## src/rtl/mem_arbiter.sv

```systemverilog
// Two-requester (fetch/data) arbiter in front of one shared memory port.
// Optional macro MEM_ARBITER_RR_EN switches conflict resolution from fixed dmem priority to round-robin.
module mem_arbiter (
  input  logic        clk,
  input  logic        rst,
  input  logic [31:0] imem_addr,
  input  logic [3:0]  imem_rmask,
  output logic [31:0] imem_rdata,
  output logic        imem_resp,
  input  logic [31:0] dmem_addr,
  input  logic [3:0]  dmem_rmask,
  input  logic [3:0]  dmem_wmask,
  input  logic [31:0] dmem_wdata,
  output logic [31:0] dmem_rdata,
  output logic        dmem_resp,
  output logic [31:0] mem_addr,
  output logic [3:0]  mem_rmask,
  output logic [3:0]  mem_wmask,
  output logic [31:0] mem_wdata,
  input  logic [31:0] mem_rdata,
  input  logic        mem_resp
);

  typedef enum logic [1:0] {IDLE, IMEM_BUSY, DMEM_BUSY} state_t;

  state_t      state_q, state_d;
  logic [31:0] addr_q, addr_d;
  logic [3:0]  rmask_q, rmask_d;
  logic [3:0]  wmask_q, wmask_d;
  logic [31:0] wdata_q, wdata_d;

  logic imem_req, dmem_req, grant_dmem;

  assign imem_req = |imem_rmask;
  assign dmem_req = (|dmem_rmask) | (|dmem_wmask);

`ifdef MEM_ARBITER_RR_EN
  // last_grant_q: 1 = dmem won the most recent conflict; only conflicts update it
  logic last_grant_q, last_grant_d;

  always_ff @(posedge clk) begin
    if (rst) last_grant_q <= 1'b0;
    else     last_grant_q <= last_grant_d;
  end

  always_comb begin
    grant_dmem   = dmem_req & (~imem_req | ~last_grant_q);
    last_grant_d = last_grant_q;
    if (state_q == IDLE && imem_req && dmem_req)
      last_grant_d = grant_dmem;
  end
`else
  assign grant_dmem = dmem_req;
`endif

  always_ff @(posedge clk) begin
    if (rst) begin
      state_q <= IDLE;
      addr_q  <= '0;
      rmask_q <= '0;
      wmask_q <= '0;
      wdata_q <= '0;
    end else begin
      state_q <= state_d;
      addr_q  <= addr_d;
      rmask_q <= rmask_d;
      wmask_q <= wmask_d;
      wdata_q <= wdata_d;
    end
  end

  // Request registers are cleared on return to IDLE so mem_* read as zero there
  always_comb begin
    state_d = state_q;
    addr_d  = addr_q;
    rmask_d = rmask_q;
    wmask_d = wmask_q;
    wdata_d = wdata_q;
    case (state_q)
      IDLE: begin
        if (grant_dmem) begin
          state_d = DMEM_BUSY;
          addr_d  = dmem_addr & 32'hFFFF_FFFC;
          rmask_d = dmem_rmask;
          wmask_d = dmem_wmask;
          wdata_d = dmem_wdata;
        end else if (imem_req) begin
          state_d = IMEM_BUSY;
          addr_d  = imem_addr & 32'hFFFF_FFFC;
          rmask_d = imem_rmask;
          wmask_d = 4'b0000;
          wdata_d = 32'h0;
        end
      end
      IMEM_BUSY, DMEM_BUSY: begin
        if (mem_resp) begin
          state_d = IDLE;
          addr_d  = 32'h0;
          rmask_d = 4'b0000;
          wmask_d = 4'b0000;
          wdata_d = 32'h0;
        end
      end
      default: begin
        state_d = IDLE;
        addr_d  = 32'h0;
        rmask_d = 4'b0000;
        wmask_d = 4'b0000;
        wdata_d = 32'h0;
      end
    endcase
  end

  always_comb begin
    mem_addr   = addr_q;
    mem_rmask  = rmask_q;
    mem_wmask  = wmask_q;
    mem_wdata  = wdata_q;
    imem_resp  = (state_q == IMEM_BUSY) && mem_resp && !rst;
    dmem_resp  = (state_q == DMEM_BUSY) && mem_resp && !rst;
    imem_rdata = imem_resp ? mem_rdata : 32'h0;
    dmem_rdata = dmem_resp ? mem_rdata : 32'h0;
  end

  // A data request may read or write, never both
  assert property (@(posedge clk) disable iff (rst)
    (state_q == IDLE) |-> !((|dmem_rmask) && (|dmem_wmask)));

endmodule

```

## config.mk

```make
export PLATFORM = sky130hd
export DESIGN_NAME = mem_arbiter
export DESIGN_NICKNAME = d
export VERILOG_FILES = /design/src/rtl/mem_arbiter.sv
export SDC_FILE = /design/constraint.sdc
export NUM_CORES = 1
export LEC_CHECK = 0
export CAP_MARGIN = 30
export CELL_PAD_IN_SITES_DETAIL_PLACEMENT = 0
export CELL_PAD_IN_SITES_GLOBAL_PLACEMENT = 2
export CORE_ASPECT_RATIO = 0.8
export CORE_MARGIN = 2
export CORE_UTILIZATION = 17
export CTS_CLUSTER_DIAMETER = 50
export DETAILED_ROUTE_END_ITERATION = 8
export GPL_TIMING_DRIVEN = 0
export HOLD_SLACK_MARGIN = 0.1
export MAX_ROUTING_LAYER = met4
export PLACE_DENSITY = 0.81
export SKIP_CTS_REPAIR_TIMING = 1
export SYNTH_ARGS = -nofsm -noshare
export SYNTH_HDL_FRONTEND = slang
export SYNTH_SLANG_ARGS = --single-unit
```

## constraint.sdc

```tcl
create_clock -name clk -period 2.7 [get_ports clk]
set_input_delay 0.81 -clock clk [delete_from_list [all_inputs] [get_ports clk]]
set_output_delay 0.81 -clock clk [all_outputs]
set_load 0.05 [all_outputs]
```

==> impl_metrics.csv <==
group,metric,value,unit
die,die_x,161.9,µm
run_status,status,"finished, final reports clean",
sta,finalHoldViolCount,0,
critical_path,crit_path_start_kind,"input pin",
routing,via_count,3649,
power,seqPwrFrac,0.305,
power,power_density,616.3,mW/mm²
sta,worst_pin_slew,733.3,ps
sta,fin_crit,2669,ps
clock_network,clockRootBuffer,"clkbuf_16",
place,gp_congestion,0.8836,
yosys,ys_seq_area_frac,0.4249,
power,p_sw_frac,0.3713,
power,p_clk_frac,0.305,
die,design.core.area,0.01968,mm²
routing,wl,13.58,mm
yosys,synth-edff-count,0,
place,port_buffers,273,
power,irDropWorstVdd,0.0003383,V
final_layout,areaGrowthSynthToFinish,106.4,%
critical_path,cp_max_fo,9,
power,p_comb_frac,0.390,
grt,antenna_found_initial,0,
yosys,synth.ff_latch_count,72,
min_path,min_path_cells,2,
sta,rsz0062_at_grt,"false",
routing,drc,0,
sta,setup_viol,0,
yosys,syn_area_per_cell,10.04,µm²
final_layout,drive_gt1_frac,0.2806,
place,place_ws,-1086,ps
die,io_pins,281,
critical_path,rr_worst_depth,8,
critical_path,r2r-start,"state_q[1]$_SDFFE_PP0P_",
power,intPower,0.002713,W
critical_path,worstSetupEndpointType,"output pin",
die,row_count,46,
sta,finalCritPeriodShare,0.9885,
power,power.switching,0.001602,W
critical_path,cp.arrival,1860,ps
routing,antenna_left,0,
sta,setup_slack,31.11,ps
clock_network,clkTransAtPathRegs,60,ps
power,p_leak,3.018,nW
yosys,synthArstFlopShare,0,
clock_network,cts_made_buffers,9,
clock_network,cts_sinks,72,
min_path,hp-start,"mem_wmask[0]$_SDFFE_PP0P_",
place,post-dp-hpwl,10.72,mm
clock_network,cts_buffer_depth,2,
final_layout,fin_nets,779,
clock_network,clock_latency,340,ps
critical_path,crit_chain,"clkbuf_4 > and3b_2 > buf_12 > buf_2 > and2_2 > buf_6",
sta,slew_headroom,0.5111,
final_layout,final_area,0.007000,mm²
final_layout,diodes,0,
die,die-area,0.02111,mm²
critical_path,slowest_delay,250,ps
routing,drt_iter0_drc,79,
routing,top_layer,"met4",
min_path,hp-class,"reg -> reg",
critical_path,crit_required,1890,ps
routing,vias_per_cell,4.045,
yosys,synth-main-ff-cell,"dfxtp_1",
yosys,yosys_warnings,0,
clock_network,htreeDepth,3,
routing,wl_per_cell,15.06,µm
sta,max_freq,374.7,MHz
flow_run,drv_cap,0,
routing,wl_met1,5.558,mm
die,die_h,130.3,µm
routing,wl_met2,6.949,mm
critical_path,crit_type,"in -> out",
sta,finClkSkew,9.467,ps
sta,slew_viol_final,0,
final_layout,fin_util,0.3556,
critical_path,startpoint,"rst",
place,dpl_cell_area,0.006539,mm²
yosys,synth.distinct_cells,30,
grt,grt_pass1_wl,20.32,mm
routing,wl_met3,856,µm
critical_path,critPathSlowestCell,"and3b_2",
yosys,syn_inst,338,
yosys,synth_area,0.003392,mm²
grt,grt_max_degree,15,
clock_network,cts_tree,"done",
grt,grt_usage,0.1268,
die,start_util,0.1723,
routing,drt_pass1_iterations,4,
grt,grt_pass1_vias,3861,
grt,overflow,0,
[power groups by stage]
| stage | Combinational (W) | Sequential [W] | Clock, W |
|---|---|---|---|
| 2_1_floorplan | 0.000442 | 0.00186 | 0 |
| 3_3_place_gp | 0.00165 | 0.00133 | 0 |
| 3_5_place_dp | 0.00166 | 0.00133 | 0 |
| 4_1_cts | 0.00167 | 0.00132 | 0.00137 |
| 5_1_grt | 0.00177 | 0.00134 | 0.00142 |
| 6_report | 0.00168 | 0.00132 | 0.00132 |
[synth_stat cells, types with 5 or more instances]
| cell | instances | share of area |
|---|---|---|
| dfxtp_1 | 72 | 0.42 |
| a31oi_1 | 5 | 0.0092 |
| inv_1 | 6 | 0.0066 |
| nand2_1 | 5 | 0.0055 |
| and2_1 | 64 | 0.12 |
| a22o_1 | 32 | 0.083 |
| nor2b_1 | 31 | 0.057 |
| o2bb2ai_1 | 34 | 0.088 |
| mux2i_1 | 30 | 0.089 |
| clkbuf_1 | 18 | 0.020 |
| buf_2 | 6 | 0.0089 |
[cells in the final DEF, fill, tap and decap left out, types with 2 or more instances in the layout]
master and n:
nor2_1 2, dfxtp_1 71, clkinv_4 2, a31oi_1 5
nand2_1 5, nand3_1 4, ha_1 3, and3b_2 2
buf_4 22, clkbuf_1 11, and2_2 58, nor3b_1 2
clkbuf_2 8, clkdlybuf4s50_1 206, inv_1 6, buf_6 56
buf_2 7, o2bb2ai_1 34, and2_1 6, mux2i_1 30
conb_1 2, bufinv_16 2, a22o_1 32, nor4_4 3
clkbuf_16 9, nor2b_1 31, a21oi_1 4
[per-stage QoR]
step,hold slack [ps],setup TNS [ps],instances,power (W)
3_3_place_gp,447.1,-92850,876,0.002976
5_1_grt,478.0,0,902,0.004528
6_report,452.7,0,902,0.004314
4_1_cts,460.2,-72650,892,0.004357
3_5_place_dp,447.2,-95250,876,0.002994
2_1_floorplan,453.0,0,339,0.002303
[flip-flops by register name (all words and copies together), names as in the netlist]
register and flops:
mem_wmask 4, mem_addr 30, state_q 2, mem_rmask 4
mem_wdata 32
[area by class of cell]
class	instances	area, µm²
buffer	30	206.4
clock buffer	9	225.2
clock inverter	7	102.6
fill	1974	12680
inverter	6	22.52
multi-input combinational	231	1863
sequential	72	1443
tap	264	330.3
timing repair buffer	283	2808
[path summary, 6_finish.rpt]
path                                to  slack (ps)
max                      dmem_rdata[6]          30
min          mem_wmask[0]$_SDFFE_PP0P_         450
max reg2reg  mem_wdata[8]$_SDFFE_PP0P_         430
min reg2reg  mem_wmask[0]$_SDFFE_PP0P_         450
[layer usage]
layer  GRT usage  vias to the layer above
met1      0.1402                     1694
li1            -                     1789
met4     0.04373                        0
met5           -                        -
met3     0.02893                       14
met2      0.2263                      152
[cells by family (layout without fill, tap and decap cells)]
group,count (synthesis),count (layout),share of synthesized area
DFF,72,72,0.4249
muxes,30,30,0.08853
buffers and inverters,36,335,0.05311
adders and majority gates,3,3,0.01107
and+or+nand+nor,116,116,0.2206
AOI/OAI and AO/OA,80,80,0.2007
other,1,2,0.001106
[worst max-delay path: cells and delay by family]
| kind | cells | cell delay, ps |
|---|---|---|
| buffers and inverters | 4 | 600 |
| AND/OR/NAND/NOR | 2 | 450 |
Note: power is estimated with default switching activity, not from simulation.
